[src/rtl/sisobidi_seq_ctrl.sv]
// Frame sequencer for the 4-bit bidirectional SISO register: serialises a latched word
// LSB first and captures the returning bits. Optional loopback compare: SISOSEQ_LOOPCHK_EN.
module sisobidi_seq_ctrl #(
    parameter int WIDTH = 4,
    parameter int LAT   = 5
) (
    input  logic             clk,
    input  logic             rst,
    input  logic             start,
    input  logic             dir,
    input  logic [WIDTH-1:0] tx_word,
    output logic             busy,
    output logic             done,
    output logic [WIDTH-1:0] rx_word,
    output logic             sd_dir,
    output logic             sd_data,
    input  logic             sd_serial_in
`ifdef SISOSEQ_LOOPCHK_EN
    ,
    output logic             mismatch
`endif
);

    localparam int CW = $clog2(WIDTH + LAT + 1);
    localparam logic [CW-1:0] LAST = CW'(WIDTH + LAT - 1);

    typedef enum logic {IDLE, RUN} state_t;

    state_t           state_q, state_d;
    logic [CW-1:0]    cnt_q, cnt_d, k;
    logic [WIDTH-1:0] tx_q, tx_d, rx_d;
    logic             busy_d, done_d, sd_dir_d, sd_data_d;
`ifdef SISOSEQ_LOOPCHK_EN
    logic             mismatch_d;
`endif

    always_comb begin
        state_d   = state_q;
        cnt_d     = cnt_q;
        tx_d      = tx_q;
        rx_d      = rx_word;
        busy_d    = busy;
        done_d    = 1'b0;
        sd_dir_d  = sd_dir;
        sd_data_d = 1'b0;
        k         = cnt_q + CW'(1);
`ifdef SISOSEQ_LOOPCHK_EN
        mismatch_d = mismatch;
`endif
        case (state_q)
            IDLE: begin
                if (start) begin
                    state_d   = RUN;
                    cnt_d     = '0;
                    tx_d      = tx_word;
                    busy_d    = 1'b1;
                    sd_dir_d  = dir;
                    sd_data_d = tx_word[0];
`ifdef SISOSEQ_LOOPCHK_EN
                    mismatch_d = 1'b0;
`endif
                end
            end
            RUN: begin
                cnt_d = k;
                // Edge E_k drives bit k; past the word the line is zero-filled.
                for (int i = 1; i < WIDTH; i++)
                    if (k == CW'(i)) sd_data_d = tx_q[i];
                // Bit i returns LAT edges after it was driven, sampled on the next edge.
                for (int i = 0; i < WIDTH; i++)
                    if (cnt_q == CW'(i + LAT)) rx_d[i] = sd_serial_in;
                if (cnt_q == LAST) begin
                    state_d = IDLE;
                    busy_d  = 1'b0;
                    done_d  = 1'b1;
`ifdef SISOSEQ_LOOPCHK_EN
                    mismatch_d = (rx_d != tx_q);
`endif
                end
            end
            default: state_d = IDLE;
        endcase
    end

    always_ff @(posedge clk or negedge rst) begin
        if (!rst) begin
            state_q  <= IDLE;
            cnt_q    <= '0;
            tx_q     <= '0;
            rx_word  <= '0;
            busy     <= 1'b0;
            done     <= 1'b0;
            sd_dir   <= 1'b0;
            sd_data  <= 1'b0;
`ifdef SISOSEQ_LOOPCHK_EN
            mismatch <= 1'b0;
`endif
        end else begin
            state_q  <= state_d;
            cnt_q    <= cnt_d;
            tx_q     <= tx_d;
            rx_word  <= rx_d;
            busy     <= busy_d;
            done     <= done_d;
            sd_dir   <= sd_dir_d;
            sd_data  <= sd_data_d;
`ifdef SISOSEQ_LOOPCHK_EN
            mismatch <= mismatch_d;
`endif
        end
    end

endmodule
[config.mk]
export PLATFORM = sky130hd
export DESIGN_NAME = sisobidi_seq_ctrl
export DESIGN_NICKNAME = d
export VERILOG_FILES = /design/src/rtl/sisobidi_seq_ctrl.sv
export SDC_FILE = /design/constraint.sdc
export NUM_CORES = 1
export LEC_CHECK = 0
export BUFFER_PORTS_ARGS = -buffer_cell sky130_fd_sc_hd__buf_2
export CORE_MARGIN = 3
export CORE_UTILIZATION = 54
export DETAILED_ROUTE_END_ITERATION = 10
export GPL_TIMING_DRIVEN = 0
export PLACE_DENSITY = 0.8
export SLEW_MARGIN = 20
export SYNTH_ARGS = -nofsm -noshare
export SYNTH_HDL_FRONTEND = slang
export SYNTH_SLANG_ARGS = --single-unit
[constraint.sdc]
create_clock -name clk -period 2.98 [get_ports clk]
set_input_delay 0.596 -clock clk [delete_from_list [all_inputs] [get_ports clk]]
set_output_delay 0.596 -clock clk [all_outputs]
set_load 0.02 [all_outputs]
# After elaboration in Yosys (flattened, before gate mapping)
# Index checks and enable logic that the tools add are counted.
[word_totals]
regBits = 17
inputBits = 9
output_inout_bits = 8
elab_cells = 43
[classes]
addsub = 1
n_eq_ne = 9
muxes = 15
bitwise = 1
n_reduce_logical = 6
[op_table]
columns = ["op", "count"]
rows = [
  ["equality test 4 x 3 -> 1 bit, second input constant", 3],
  ["AND reduction 2 bit", 6],
  ["2-to-1 mux 1 bit", 10],
  ["equality test 4 x 2 -> 1 bit, second input constant", 2],
  ["one-hot mux 4 bit (2 select lines)", 1],
  ["one-hot mux 1 bit (2 select lines)", 3],
  ["adder 4 x 1 -> 4 bit, second input constant", 1],
  ["equality test 4 x 1 -> 1 bit, second input constant", 1],
  ["equality test 4 bit, second input constant", 1],
  ["2-to-1 mux 4 bit", 1],
  ["inequality test 2 x 1 -> 1 bit, second input constant", 1],
  ["inequality test 2 bit, second input constant", 1],
  ["NOT 1 bit", 1],
]

# Logic depth before layout (Yosys ltp)
# Gate-level depths: netlist of the first run.
[depth]
depth_word = 6
ltp_mapped = 5

# Worst setup path before layout of the first run
# No wires, ideal clock.
[synth_path]
path_kind = "input -> register"
from = "in start"
to = "reg sd_dir"
setup_ps = 125
arrival_time_ps = 1258
path_slack_ps = 1597
stages = 3
path_cell_list = "nor2b_1 clkbuf_1 mux2_2"
[synth_between]
elab_chain_len = 1
[synth_lines]
columns = ["item", "line", "rtl"]
rows = [
  ["start: declaration", "9", "input logic start,"],
  ["AND reduction 2 bit (no line)", "-", ""],
  ["end signal: assignment", "105", "sd_dir <= sd_dir_d;"],
  ["end: declaration", "15", "output logic sd_dir,"],
]
# Every way passes these cells.
# A chain may end at the register's enable or synchronous reset.

# Worst setup path after layout of the first run
[layout_path]
from = "reg cnt_q[0]"
to = "reg rx_word[3]"
[layout_between]
elab_chain_len = 2
[layout_lines]
columns = ["item", "line", "rtl"]
rows = [
  ["start: declaration", "30", "logic [CW-1:0] cnt_q, cnt_d, k;"],
  ["start signal: assignment", "100", "cnt_q <= cnt_d;"],
  ["equality test 4 bit", "71", "if (cnt_q == CW'(i + LAT)) rx_d[i] = sd_serial_in;"],
  ["AND reduction 2 bit (no line)", "-", ""],
  ["end signal: assignment", "102", "rx_word <= rx_d;"],
  ["end: declaration", "14", "output logic [WIDTH-1:0] rx_word,"],
]
# Every way passes these cells.

==> metrics.txt, run 1 <==
# TYPE chip_impl_metric gauge
chip_impl_info{name="cts_tree",value="built"} 1
chip_impl_metric{name="grt.total_usage",unit="%"} 16.0
chip_impl_metric{name="clock_power_share",unit="%"} 14.6
chip_impl_metric{name="drv.max_cap_violation_count",unit=""} 0
chip_impl_metric{name="clkLatencyLatePin",unit="ps"} 290
chip_impl_info{name="post_synth_main_area_contributors",value="dfrtp_1, mux2_2, ha_1"} 1
chip_impl_metric{name="drt_iter0_drc",unit=""} 2
chip_impl_metric{name="power.net_switching",unit="mW"} 0.367
chip_impl_info{name="start_of_the_worst_register_to_register_path",value="cnt_q[0]"} 1
chip_impl_metric{name="arrival",unit="ps"} 1610
chip_impl_metric{name="seq_area_frac_synth",unit="%"} 54.1
chip_impl_metric{name="worstPathBufferInverterCount",unit=""} 2
chip_impl_info{name="hold_path.class",value="input port to asynchronous set/reset pin"} 1
chip_impl_metric{name="finish.utilization",unit="%"} 72.8
chip_impl_metric{name="clockBufferDepth",unit=""} 2
chip_impl_metric{name="cts-buffers-inserted",unit=""} 3
chip_impl_metric{name="fillers",unit=""} 111
chip_impl_metric{name="die_width",unit="um"} 43.0
chip_impl_metric{name="max-slew-margin-rel",unit="%"} 76.8
chip_impl_metric{name="power.leakage",unit="nW"} 0.439
chip_impl_metric{name="setup_total_negative_slack",unit="ps"} 0
chip_impl_info{name="cp_cell_instances",value="inv_1, ha_1, and3_4, buf_6, mux2_4"} 1
chip_impl_metric{name="period_share",unit="%"} 48.1
chip_impl_metric{name="clock.fmax",unit="MHz"} 697
chip_impl_metric{name="yosys_warnings",unit=""} 0
chip_impl_info{name="crit_slowest_cell",value="dfrtp_1"} 1
chip_impl_metric{name="dp_hpwl",unit="um"} 973
chip_impl_metric{name="routabilityCongestion",unit=""} 0.822
chip_impl_metric{name="finalMaxSlewViolations",unit=""} 0
chip_impl_metric{name="cts_sinks",unit=""} 16
chip_impl_info{name="grt_setup_unrepaired",value="no"} 1
chip_impl_metric{name="final.setup_skew",unit="ps"} 2.24
chip_impl_metric{name="design.die.area",unit="um2"} 1850
chip_impl_metric{name="timing.critical_path.fanout_max",unit=""} 6
chip_impl_metric{name="min_period",unit="ps"} 1430
chip_impl_metric{name="floorplan.initialDensity",unit="%"} 61.7
chip_impl_metric{name="placementRows",unit=""} 12
chip_impl_metric{name="share_seq_of_total_power",unit="%"} 41.4
chip_impl_metric{name="drive_gt1_share",unit="%"} 36.6
chip_impl_metric{name="synth_cell_type_count",unit=""} 21
chip_impl_metric{name="totalWireLength",unit="um"} 1220
chip_impl_metric{name="design.core.area",unit="um2"} 1200
chip_impl_info{name="path_delay_family",value="flip-flops"} 1
chip_impl_metric{name="synth_area_per_cell",unit="um2"} 11.9
chip_impl_metric{name="layout-area-overhead-vs-synth",unit="%"} 18.1
chip_impl_metric{name="chipHeight",unit="um"} 43.0
chip_impl_info{name="setup.worst_path.start",value="cnt_q[0]"} 1
chip_impl_metric{name="drc",unit=""} 0
chip_impl_metric{name="post_cts.resized_instances",unit=""} 0
chip_impl_info{name="cts_root_buffer",value="clkbuf_4"} 1
chip_impl_metric{name="switching_share",unit="%"} 37.8
chip_impl_info{name="cp-start-kind",value="flop"} 1
chip_impl_metric{name="grt_max_degree",unit=""} 17
chip_impl_metric{name="cts.repair_timing.setup_buffer_count",unit=""} 0
chip_impl_metric{name="yosysTopAreaCellShare",unit="%"} 54.1
chip_impl_metric{name="h-tree-depth",unit=""} 1
chip_impl_metric{name="timing.final.setup_violations",unit=""} 0
chip_impl_metric{name="cell_area_after_synthesis",unit="um2"} 741
chip_impl_metric{name="synth-seq-cells",unit=""} 16
chip_impl_info{name="outcome",value="completed"} 1
chip_impl_metric{name="hold_violations",unit=""} 0
chip_impl_metric{name="multi_input_area",unit="um2"} 314
chip_impl_metric{name="io-pin-count",unit=""} 17
chip_impl_info{name="critical_path_class",value="flop to flop"} 1
chip_impl_metric{name="drtAntennaViolNets",unit=""} 0
chip_impl_metric{name="crit_path_max_incr_delay",unit="ps"} 450
chip_impl_metric{name="hold_slack",unit="ps"} 195
chip_impl_metric{name="syn_inst",unit=""} 62
chip_impl_metric{name="place.port_buffers",unit=""} 16
chip_impl_metric{name="postSynthNetCount",unit=""} 75
chip_impl_metric{name="path_clk_slew",unit="ps"} 90
chip_impl_metric{name="nets",unit=""} 96
chip_impl_metric{name="worst_ir_drop_vdd",unit="mV"} 0.640
chip_impl_metric{name="critical_path_required",unit="ps"} 3160
chip_impl_info{name="crit_path_end_kind",value="flop"} 1
chip_impl_metric{name="via_count",unit=""} 503
chip_impl_metric{name="firstDrtPassIters",unit=""} 4
chip_impl_metric{name="power_frac_comb",unit="%"} 44.0
chip_impl_metric{name="postCtsHoldBufs",unit=""} 0
chip_impl_info{name="synth.largest_area_cell",value="dfrtp_1"} 1
chip_impl_metric{name="seq_area",unit="um2"} 400
chip_impl_metric{name="grt_total_ovfl",unit=""} 0
chip_impl_metric{name="power.density",unit="nW/um2"} 1110
chip_impl_metric{name="worstMarginPinSlew",unit="ps"} 347
chip_impl_metric{name="antenna_diode_count",unit=""} 0
chip_impl_metric{name="vias_per_cell",unit=""} 5.24
chip_impl_metric{name="internal_power",unit="mW"} 0.605
chip_impl_metric{name="global_route_wire_length_before_repair",unit="um"} 2250
chip_impl_metric{name="drt_wl_cell",unit="um"} 12.7
chip_impl_metric{name="grt_pass1_vias",unit=""} 533
chip_impl_metric{name="antenna_found_initial",unit=""} 0
==> Yosys cell counts, drive strengths merged <==
cell	number
mux2	8
nand3	1
and3	1
and3b	1
ha	4
a22o	1
xor2	2
nand2	8
a32o	1
inv	3
nor2	4
a21oi	1
nor2b	4
buf	1
dfrtp	16
o21ai	4
nor3	1
clkbuf	1
==> per-layer routing <==
layer	vias to the layer above	global-route usage [%]	wire, um
met2	15	26.0	571
met5	-	0	0
met1	235	21.4	555
met4	0	5.42	20
met3	3	2.54	73
li1	250	-	-
==> through the flow <==
stage | setup slack [ps] | power, mW | std cells | cell area (um2)
after floorplan | 1600 | 0.716 | 62 | 741
after global placement | 1420 | 0.818 | 92 | 838
after detailed placement | 1400 | 0.840 | 92 | 838
after CTS | 1550 | 0.981 | 96 | 875
after global routing | 1480 | 1.06 | 96 | 875
final | 1550 | 0.973 | 96 | 875
==> sequential cells by signal, summed over array words and instances (netlist names) <==
signal / flops
sd_data: 1
done: 1
busy: 1
state_q: 1
tx_q: 3
sd_dir: 1
cnt_q: 4
rx_word: 4
==> cell families (layout without fill, tap and decap cells) <==
kind of cell / after synthesis / after routing / share of synthesized area, %
simple gates: 20 / 20 / 14.7
flops: 16 / 16 / 54.1
mux: 8 / 8 / 12.7
compound gates: 7 / 7 / 5.91
buf+inv: 5 / 25 / 3.55
fa+ha+maj: 4 / 4 / 6.76
xor+xnor: 2 / 2 / 2.37
==> worst reg2reg max path, cell delays in order, from the launching register on <==
cell	delay (ps)
dfrtp_1	450
inv_1	90
ha_1	220
and3_4	170
buf_6	120
mux2_4	280
==> final timing paths <==
kind                               to  slack [ps]  depth (start not counted)
min reg2reg                rx_word[1]         490                          1
max                        rx_word[3]        1550                          5
min                        rx_word[2]         200                          1
max in group asynchronous     tx_q[1]        2540                          1
max reg2reg                rx_word[3]        1550                          5
min in group clk           rx_word[1]         490                          1
==> cell usage in the layout (no fill, tap or decap) <==
cell	instances
a21oi_1	1
a22o_1	1
a32o_1	1
and3_4	1
and3b_2	1
buf_2	16
buf_6	1
clkbuf_1	1
clkbuf_4	3
clkbuf_8	1
dfrtp_1	16
ha_1	4
inv_1	3
mux2_1	2
mux2_2	5
mux2_4	1
nand2_1	8
nand3_1	1
nor2_1	4
nor2b_1	3
nor2b_4	1
nor3_1	1
o21ai_0	4
xor2_1	2
==> final cells by class <==
cell class | count | area share [%]
Sequential cell | 16 | 45.8
Multi-Input combinational cell | 41 | 35.9
Timing Repair Buffer | 16 | 9.16
Clock buffer | 4 | 4.15
Tap cell | 14 | 2.00
Buffer | 2 | 1.72
Inverter | 3 | 1.29
==> power groups by stage <==
stage               Combinational, mW  Clock (mW)  Sequential, mW
global placement                0.417           0           0.401
finish                          0.428       0.142           0.403
floorplan                       0.262           0           0.453
CTS                             0.435       0.143           0.403
global route                    0.487       0.152           0.420
detailed placement              0.432           0           0.408
Note: power is estimated with default switching activity, not from simulation.
==> run 2: changes to the inputs <==
--- a/config.mk
+++ b/config.mk
@@ -5,12 +5,13 @@
 export SDC_FILE = /design/constraint.sdc
 export NUM_CORES = 1
 export LEC_CHECK = 0
+export ABC_AREA = 1
 export BUFFER_PORTS_ARGS = -buffer_cell sky130_fd_sc_hd__buf_2
 export CORE_MARGIN = 3
-export CORE_UTILIZATION = 54
+export CORE_UTILIZATION = 45
 export DETAILED_ROUTE_END_ITERATION = 10
 export GPL_TIMING_DRIVEN = 0
-export PLACE_DENSITY = 0.8
+export PLACE_DENSITY = 0.71
 export SLEW_MARGIN = 20
 export SYNTH_ARGS = -nofsm -noshare
 export SYNTH_HDL_FRONTEND = slang
==> constraint.sdc (replaced) <==
create_clock -name clk -period 1.3 [get_ports clk]
set_input_delay 0.26 -clock clk [delete_from_list [all_inputs] [get_ports clk]]
set_output_delay 0.26 -clock clk [all_outputs]
set_load 0.02 [all_outputs]
==> metrics.txt, run 2 <==
# TYPE chip_impl_metric gauge
chip_impl_metric{name="grt_max_degree",unit=""} 17
chip_impl_metric{name="io-pin-count",unit=""} 17
chip_impl_metric{name="nets",unit=""} 123
chip_impl_metric{name="min_period",unit="ps"} 1180
chip_impl_metric{name="timing.critical_path.fanout_max",unit=""} 4
chip_impl_metric{name="hold-path-cell-count",unit=""} 3
chip_impl_metric{name="postSynthNetCount",unit=""} 101
chip_impl_metric{name="path_clk_slew",unit="ps"} 100
chip_impl_metric{name="arrival",unit="ps"} 1360
chip_impl_metric{name="design.die.area",unit="um2"} 2170
chip_impl_metric{name="hold_slack",unit="ps"} 160
chip_impl_info{name="synth.most_common_cell",value="nand2_1"} 1
chip_impl_metric{name="r2r_slack",unit="ps"} 120
chip_impl_metric{name="synth-seq-cells",unit=""} 16
chip_impl_metric{name="worst_ir_drop_vdd",unit="mV"} 1.09
chip_impl_metric{name="timing.final.setup_violations",unit=""} 0
chip_impl_metric{name="drv.max_cap_violation_count",unit=""} 0
chip_impl_metric{name="yosysTopAreaCellShare",unit="%"} 54.0
chip_impl_metric{name="period_share",unit="%"} 90.6
chip_impl_info{name="start_of_the_worst_register_to_register_path",value="cnt_q[0]"} 1
chip_impl_metric{name="p_total",unit="mW"} 2.24
chip_impl_metric{name="seq_area_frac_synth",unit="%"} 54.0
chip_impl_info{name="hold_path_startpoint",value="tx_word[1]"} 1
chip_impl_metric{name="totalWireLength",unit="um"} 1290
chip_impl_metric{name="antenna_found_initial",unit=""} 0
chip_impl_metric{name="cell_count_post_placement",unit=""} 120
chip_impl_info{name="grt_setup_unrepaired",value="no"} 1
chip_impl_metric{name="post_dp_cell_area",unit="um2"} 842
chip_impl_metric{name="clockBufferDepth",unit=""} 2
chip_impl_metric{name="syn_inst",unit=""} 88
chip_impl_info{name="outcome",value="completed"} 1
chip_impl_metric{name="place.port_buffers",unit=""} 16
chip_impl_metric{name="yosys_warnings",unit=""} 0
chip_impl_metric{name="power.density",unit="nW/um2"} 2510
chip_impl_metric{name="power.leakage",unit="nW"} 0.509
chip_impl_info{name="post_synth_main_area_contributors",value="dfrtp_1, nand2_1, ha_1"} 1
chip_impl_metric{name="cts.repair_timing.setup_buffer_count",unit=""} 0
chip_impl_metric{name="vias_per_cell",unit=""} 4.74
chip_impl_metric{name="chipHeight",unit="um"} 46.6
chip_impl_info{name="leading_cell_types_by_count_after_synthesis",value="nand2_1, dfrtp_1, inv_1, nor2_1, o21ai_0"} 1
chip_impl_metric{name="final.setup_skew",unit="ps"} 5.71
chip_impl_metric{name="h-tree-depth",unit=""} 1
chip_impl_metric{name="synth_area_per_cell",unit="um2"} 8.43
chip_impl_info{name="cts_tree",value="built"} 1
chip_impl_metric{name="drt_iter0_drc",unit=""} 10
chip_impl_metric{name="drtAntennaViolNets",unit=""} 0
chip_impl_metric{name="firstDrtPassIters",unit=""} 6
chip_impl_metric{name="clkLatencyLatePin",unit="ps"} 290
chip_impl_metric{name="synth_async_sr_flop_share",unit="%"} 100
chip_impl_metric{name="layout.cell_area.non_filler",unit="um2"} 893
chip_impl_metric{name="finalMaxSlewViolations",unit=""} 0
chip_impl_info{name="final_common_cell",value="nand2_1"} 1
chip_impl_metric{name="floorplan.initialDensity",unit="%"} 48.7
chip_impl_metric{name="clock.fmax",unit="MHz"} 849
chip_impl_metric{name="placementRows",unit=""} 14
chip_impl_info{name="postSynth.topFlopCell",value="dfrtp_1"} 1
chip_impl_metric{name="die_width",unit="um"} 46.6
chip_impl_metric{name="antenna_diode_count",unit=""} 0
chip_impl_metric{name="worstRegToRegCells",unit=""} 7
chip_impl_metric{name="instances_no_fill",unit=""} 125
chip_impl_metric{name="layout_setup_ws",unit="ps"} 122
chip_impl_metric{name="synth_cell_type_count",unit=""} 10
chip_impl_metric{name="critical_path_required",unit="ps"} 1490
chip_impl_metric{name="worstMarginPinSlew",unit="ps"} 358
chip_impl_metric{name="global_route_wire_length_before_repair",unit="um"} 2050
chip_impl_info{name="layout.cells.most_common_list",value="nand2_1, dfrtp_1, buf_2"} 1
chip_impl_metric{name="layout-area-overhead-vs-synth",unit="%"} 20.4
chip_impl_metric{name="max-slew-margin-rel",unit="%"} 76.1
chip_impl_info{name="crit_path_end_kind",value="flop"} 1
chip_impl_metric{name="design.core.area",unit="um2"} 1520
chip_impl_metric{name="setup_total_negative_slack",unit="ps"} 0
chip_impl_metric{name="fillers",unit=""} 154
chip_impl_metric{name="pre_cts_slack",unit="ps"} 32.0
chip_impl_metric{name="cts_sinks",unit=""} 16
chip_impl_metric{name="cell_area_after_synthesis",unit="um2"} 742
chip_impl_info{name="setup.worst_path.start",value="cnt_q[0]"} 1
chip_impl_metric{name="cts-buffers-inserted",unit=""} 3
chip_impl_info{name="top_regs",value="cnt_q (4), rx_word (4), tx_q (3)"} 1
chip_impl_metric{name="hold_violations",unit=""} 0
chip_impl_info{name="cts_root_buffer",value="clkbuf_4"} 1
chip_impl_metric{name="finish.utilization",unit="%"} 58.6
chip_impl_metric{name="grt_total_ovfl",unit=""} 0
chip_impl_info{name="critical_path_class",value="flop to flop"} 1
chip_impl_info{name="synth.largest_area_cell",value="dfrtp_1"} 1
chip_impl_metric{name="drive_gt1_share",unit="%"} 22.9
chip_impl_metric{name="drc",unit=""} 0
chip_impl_metric{name="routabilityCongestion",unit=""} 0.779
chip_impl_metric{name="dp_hpwl",unit="um"} 972
chip_impl_metric{name="via_count",unit=""} 592
chip_impl_metric{name="drt_wl_cell",unit="um"} 10.3
chip_impl_info{name="hold_path.class",value="input port to flop"} 1
chip_impl_metric{name="grt.total_usage",unit="%"} 13.7
chip_impl_metric{name="grt_pass1_vias",unit=""} 520
chip_impl_info{name="cp-start-kind",value="flop"} 1
chip_impl_metric{name="synth_edf_count",unit=""} 0
-- run 2: cell types whose count changed after synthesis, sizes merged, moves of 2 or more --
cell / previous run / this run
mux2: 8 / 0
xor2: 2 / 0
nand3: 1 / 4
inv: 3 / 12
nor2b: 4 / 0
nand2: 8 / 31
nor2: 4 / 10
o21ai: 4 / 8
-- run 2: cells by family (layout without fill, tap and decap cells) --
logic type	after synthesis	in the layout	synth area share (%)
compound gates	10	10	6.75
simple gates	46	46	26.5
buf+inv	12	33	6.07
flops	16	16	54.0
fa+ha+maj	4	4	6.75
-- run 2: critical path: stages (launching register included) --
cell and delay [ps]:
dfrtp_1 440, ha_1 230, nand2_1 60, inv_1 50, nor2_2 110, nor2_1 50
nand3_1 80, nand2_1 50
-- run 2: path summary, 6_finish.rpt --
check | endpoint
setup / recovery | sd_data
hold / removal | tx_q[1]
setup reg to reg | sd_data
hold reg to reg | sd_dir
max in group asynchronous | tx_q[2]
min in group asynchronous | rx_word[2]
-- run 2: routing by layer --
metal  global-route usage (%)  routed length [um]
met1                     16.4                 607
met2                     22.5                 598
met3                     3.52                  58
met4                     6.82                  25
met5                        0                   0
-- run 2: what timing repair did --
item	4_1_cts	5_1_grt
resized for setup	0	3
hold buffers	1	0
endpoints found under the hold margin	16	0
setup endpoints to repair	0	5
-- run 2: cell type report --
| type | count | area (um2) | share of cell area, % |
|---|---|---|---|
| Sequential cell | 16 | 400 | 44.8 |
| Multi-Input combinational cell | 60 | 302 | 33.8 |
| Timing Repair Buffer | 17 | 90.1 | 10.1 |
| Inverter | 12 | 45.0 | 5.04 |
| Clock buffer | 4 | 36.3 | 4.06 |
| Tap cell | 16 | 20.0 | 2.24 |
-- run 2: report_power, final --
group          total [mW]  switching, mW  leakage, nW  internal, mW
Combinational       0.990          0.621        0.295         0.368
Clock               0.336          0.166       0.0210         0.171
Sequential          0.918          0.183        0.193         0.735
Total                2.24          0.970        0.509          1.27
